--- src/rtl/generic_skid_buffer.sv ---
// ============================================================================
// generic_skid_buffer
// ----------------------------------------------------------------------------
// Two-entry valid/ready register slice. Upstream pushes with in_valid/in_ready
// and downstream pops with out_valid/out_ready. Every output is derived only
// from registered state (plus rst_n for in_ready), so no combinational path
// crosses the slice. One transfer per cycle is sustained when out_ready is
// held high. The skid entry fills only under backpressure.
//
// Parameters
//   WIDTH        data width in bits
//   RESET_VALUE  value loaded into both data registers on reset
//
// Ports
//   clk        clock
//   rst_n      synchronous, active-low reset
//   in_valid   upstream data valid
//   in_ready   slice can accept (in_valid & in_ready = transfer)
//   in_data    upstream data
//   out_valid  slice holds data for downstream
//   out_ready  downstream accepts (out_valid & out_ready = transfer)
//   out_data   head-of-slice data
//   stall_cnt  saturating count of out_valid & !out_ready cycles
//              (only when SKID_BUF_STALL_CNT_EN is defined)
//
// Build option
//   SKID_BUF_STALL_CNT_EN  adds the 16-bit stall_cnt output and its counter
// ============================================================================
module generic_skid_buffer #(
    parameter int WIDTH       = 8,
    parameter     RESET_VALUE = 0
) (
    input  logic             clk,
    input  logic             rst_n,
    input  logic             in_valid,
    output logic             in_ready,
    input  logic [WIDTH-1:0] in_data,
    output logic             out_valid,
    input  logic             out_ready,
    output logic [WIDTH-1:0] out_data
`ifdef SKID_BUF_STALL_CNT_EN
    ,
    output logic [15:0]      stall_cnt
`endif
);

    localparam logic [WIDTH-1:0] RST_DATA = WIDTH'(RESET_VALUE);

    typedef enum logic [1:0] {
        EMPTY = 2'd0,
        ONE   = 2'd1,
        FULL  = 2'd2
    } state_t;

    state_t           state_p0;
    logic [WIDTH-1:0] main_p0;
    logic [WIDTH-1:0] skid_p0;
    logic             in_fire;
    logic             out_fire;

    assign in_ready  = rst_n & (state_p0 != FULL);
    assign out_valid = (state_p0 != EMPTY);
    assign out_data  = main_p0;
    assign in_fire   = in_valid & in_ready;
    assign out_fire  = out_valid & out_ready;

    // ---- stage p0: occupancy state, head (main) and overflow (skid) storage ----
    always_ff @(posedge clk) begin
        if (!rst_n) begin
            state_p0 <= EMPTY;
            main_p0  <= RST_DATA;
            skid_p0  <= RST_DATA;
        end else begin
            case (state_p0)
                EMPTY: begin
                    if (in_fire) begin
                        main_p0  <= in_data;
                        state_p0 <= ONE;
                    end
                end
                ONE: begin
                    if (in_fire && !out_fire) begin
                        skid_p0  <= in_data;
                        state_p0 <= FULL;
                    end else if (in_fire && out_fire) begin
                        main_p0  <= in_data;
                    end else if (out_fire) begin
                        state_p0 <= EMPTY;
                    end
                end
                FULL: begin
                    // in_ready is low here, so only a pop can happen
                    if (out_fire) begin
                        main_p0  <= skid_p0;
                        state_p0 <= ONE;
                    end
                end
                default: begin
                    state_p0 <= EMPTY;
                end
            endcase
        end
    end

`ifdef SKID_BUF_STALL_CNT_EN
    function automatic logic [15:0] sat_inc16(input logic [15:0] v);
        return (v == 16'hFFFF) ? v : v + 16'd1;
    endfunction

    logic [15:0] stall_cnt_p0;

    // ---- stage p0: stall counter ----
    always_ff @(posedge clk) begin
        if (!rst_n) begin
            stall_cnt_p0 <= 16'd0;
        end else if (out_valid && !out_ready) begin
            stall_cnt_p0 <= sat_inc16(stall_cnt_p0);
        end
    end

    assign stall_cnt = stall_cnt_p0;
`endif

endmodule
--- config.mk ---
export PLATFORM = sky130hd
export DESIGN_NAME = generic_skid_buffer
export DESIGN_NICKNAME = d
export VERILOG_FILES = /design/src/rtl/generic_skid_buffer.sv
export SDC_FILE = /design/constraint.sdc
export NUM_CORES = 1
export LEC_CHECK = 0
export BUFFER_PORTS_ARGS = -buffer_cell sky130_fd_sc_hd__buf_2
export CORE_MARGIN = 4
export CORE_UTILIZATION = 45
export CTS_BUF_LIST = sky130_fd_sc_hd__clkbuf_2
export DETAILED_ROUTE_END_ITERATION = 7
export PLACE_DENSITY = 0.67
export SLEW_MARGIN = 20
export SYNTH_ARGS = -nofsm -noshare
export SYNTH_HDL_FRONTEND = slang
export SYNTH_SLANG_ARGS = --single-unit
--- constraint.sdc ---
create_clock -name clk -period 1.9 [get_ports clk]
set_input_delay 0.38 -clock clk [delete_from_list [all_inputs] [get_ports clk]]
set_output_delay 0.38 -clock clk [all_outputs]
set_load 0.02 [all_outputs]
==> metrics.md <==
| Metric | Value |
|---|---|
| Netlist Area Pre-Place | `890 sq um` |
| Resize count post-CTS | `0` |
| CTS tree | `built` |
| Number of synthesized flops with an enable pin | `0` |
| I/O pins | `22` |
| Initial core utilization | `0.494` |
| Hold Vio Cnt, Final | `0` |
| Rows | `15` |
| Reg clk slew, reported paths | `0.16 ns` |
| Crit-path max cell delay | `0.50 ns` |
| Final Wtd Congestion | `0.754` |
| Slowest cell on crit path | `dfxtp_1` |
| MaxCap Viol Count | `0` |
| Worst setup EP type | `output port` |
| Switching power share of the total | `0.299` |
| Max Slew Vio Count | `0` |
| Pin count of the biggest net entering global routing | `18` |
| CP delay by family, top | `flip-flops` |
| Post-synth cell types | `25` |
| Initial drt markers | `12` |
| Antenna-violating nets left | `0` |
| Setup Fix Bufs, Post-CTS | `0` |
| Initial antenna violation count | `0` |
| Worst path arrival time | `1.37 ns` |
| Core ar. | `1800 sq um` |
| Clk network pwr share | `0.216` |
| Most used DFF post-synth | `dfxtp_1` |
| Internal power | `504 uW` |
| Nets@finish | `125` |
| Combinational power share | `0.209` |
| Hold Crit Class | `input pin to flop` |
| Buf+Inv Stages, Crit Path | `1` |
| #FFs+latches synth | `18` |
| Period utilization | `0.919` |
| CP Class | `flop to output port` |
| Final wirelength | `1890 um` |
| Synth top area share | `0.405` |
| Leading area contributor after synthesis | `dfxtp_1` |
| Top post-synthesis cells by area | `dfxtp_1 (41%), mux2i_1 (10%), a211oi_1 (7.6%), nor4_1 (5.6%), a21oi_1 (5.1%)` |
| Worst Clk Skew | `0.0150 ns` |
| Die width | `52.5 um` |
| First-pass GRT wire length | `3120 um` |
| DRC | `0` |
| Status | `finished, final reports clean` |
| Grt total ovfl | `0` |
| Power per Cell Area | `733 nW/um^2` |
| Vias in the first global route | `706` |
| Crit path required time | `1.52 ns` |
| TritonCTS Buffers | `3` |
| Max-slew headroom | `0.602` |
| Sequential power share | `0.575` |
| Register area share after synthesis | `0.405` |
| Yosys warnings | `0` |
| Worst IR Drop VDD | `0.332 mV` |
| Cts hold-fix bufs | `0` |
| DR vias | `767` |
| Most frequent cells in the layout | `buf_2 (21), dfxtp_1 (18), mux2i_1 (9), a211oi_1 (9), a21oi_1 (9)` |
| Layout cell share with drive strength beyond 1 | `0.279` |
| Max Freq | `0.573 GHz` |
| CTS root buf | `clkbuf_2` |
| Worst-Margin Slew | `0.596 ns` |
| Syn Nets | `107` |
| Asr flop ratio synth | `0` |
| Final setup viols | `0` |
| Crit path max fanout | `10` |
| Area delta synth->final | `10.4%` |
| GR Util All Layers | `0.152` |
| DIE AREA | `2750 sq um` |
| Worst-path cell chain | `or2b_1, and2_1, buf_2` |
| Worst-skew pair later-pin latency | `0.30 ns` |
| Mean routed wirelength per cell | `13.9 um` |
| # H-tree levels | `1` |
| Die Span Y | `52.5 um` |
| Mapped Cells | `95` |
| RSZ-0062 raised after global routing | `no` |
| CP Launch Type | `flop` |
| Drt first pass iters | `4` |
| Commonest non-fill, non-tap cell in the layout | `buf_2` |
| Net Sw Power | `215 uW` |
| HPWL after detailed placement | `1350 um` |
| Max Buffers Root-to-Sink | `2` |
| Clock sink count | `18` |
| Fin crit period | `1.75 ns` |
| Leakage power | `0.000428 uW` |
| Synth Area per Inst | `9.36 sq um` |
| Vias per std cell | `5.64` |
| Fin util | `0.545` |
| Ant diodes | `0` |
| Setup TNS | `0 ns` |
| IO buf count | `21` |
-- stage by stage --
stage               cell area (sq um)  worst slack [ns]  hold slack [ns]  total power, uW  cells
finish                            982             0.154            0.313              719    136
global route                      982            0.0513            0.319              752    136
CTS                               982             0.139            0.303              725    136
detailed placement                967             0.263            0.465              573    133
global placement                  967             0.312            0.459              569    133
floorplan                         890             0.278            0.453              530     95
-- cell usage after synthesis, types with 2 or more instances --
master / n
dfxtp_1: 18
a211oi_1: 9
a21oi_1: 9
mux2i_1: 9
nand3_1: 8
nor4_1: 8
o21ai_0: 8
buf_6: 4
clkbuf_1: 3
and3b_2: 2
clkbuf_2: 2
nand3b_1: 2
-- final timing paths --
kind | from | end | slack [ns] | cells past startpoint
worst max-delay path | state_p0[1] | in_ready | 0.15 | 3
worst max register to register | state_p0[1] | out_data[4] | 0.27 | 3
worst min-delay path | in_data[6] | skid_p0[6] | 0.31 | 3
worst min register to register | skid_p0[6] | skid_p0[6] | 0.49 | 2
-- state kept, by name, summed over array words and instances, names as in the netlist --
signal    count
out_data      8
state_p0      2
skid_p0       8
-- power groups by stage --
stage | registers, uW | logic (uW) | clock network, uW
final | 414 | 150 | 155
after global routing | 417 | 164 | 171
after floorplan | 439 | 90.9 | 0
after CTS | 414 | 151 | 160
after detailed placement | 422 | 151 | 0
after global placement | 421 | 148 | 0
-- worst reg2reg max path, cell delays in order, from the launching register on --
cell	delay (ns)
dfxtp_1	0.50
and4bb_1	0.35
or3_4	0.47
a211oi_1	0.23
-- layout make-up --
type                    instances  area [sq um]
repair buffers                 22           113
clock buffers                   3          15.0
flip-flops and latches         18           360
well taps                      25          31.3
multi-input cells              67           459
inverters                       1          3.75
fillers                       181           820
-- metal layers --
layer | wire [um] | up-vias | global-route usage
met4 | 9 | 0 | 0.0426
met1 | 903 | 353 | 0.183
met3 | 125 | 2 | 0.0627
met2 | 853 | 23 | 0.248
li1 | - | 389 | -
met5 | 0 | - | 0
-- cell families (layout without fill, tap and decap cells) --
kind of cell,after synthesis,in the layout,synth area share
AND/OR/NAND/NOR,31,31,0.235
AO/OA/AOI/OAI,27,27,0.180
flip-flops,18,18,0.405
buffers and inverters,10,26,0.0788
multiplexers,9,9,0.101
Power figures use the tool's default switching activity.
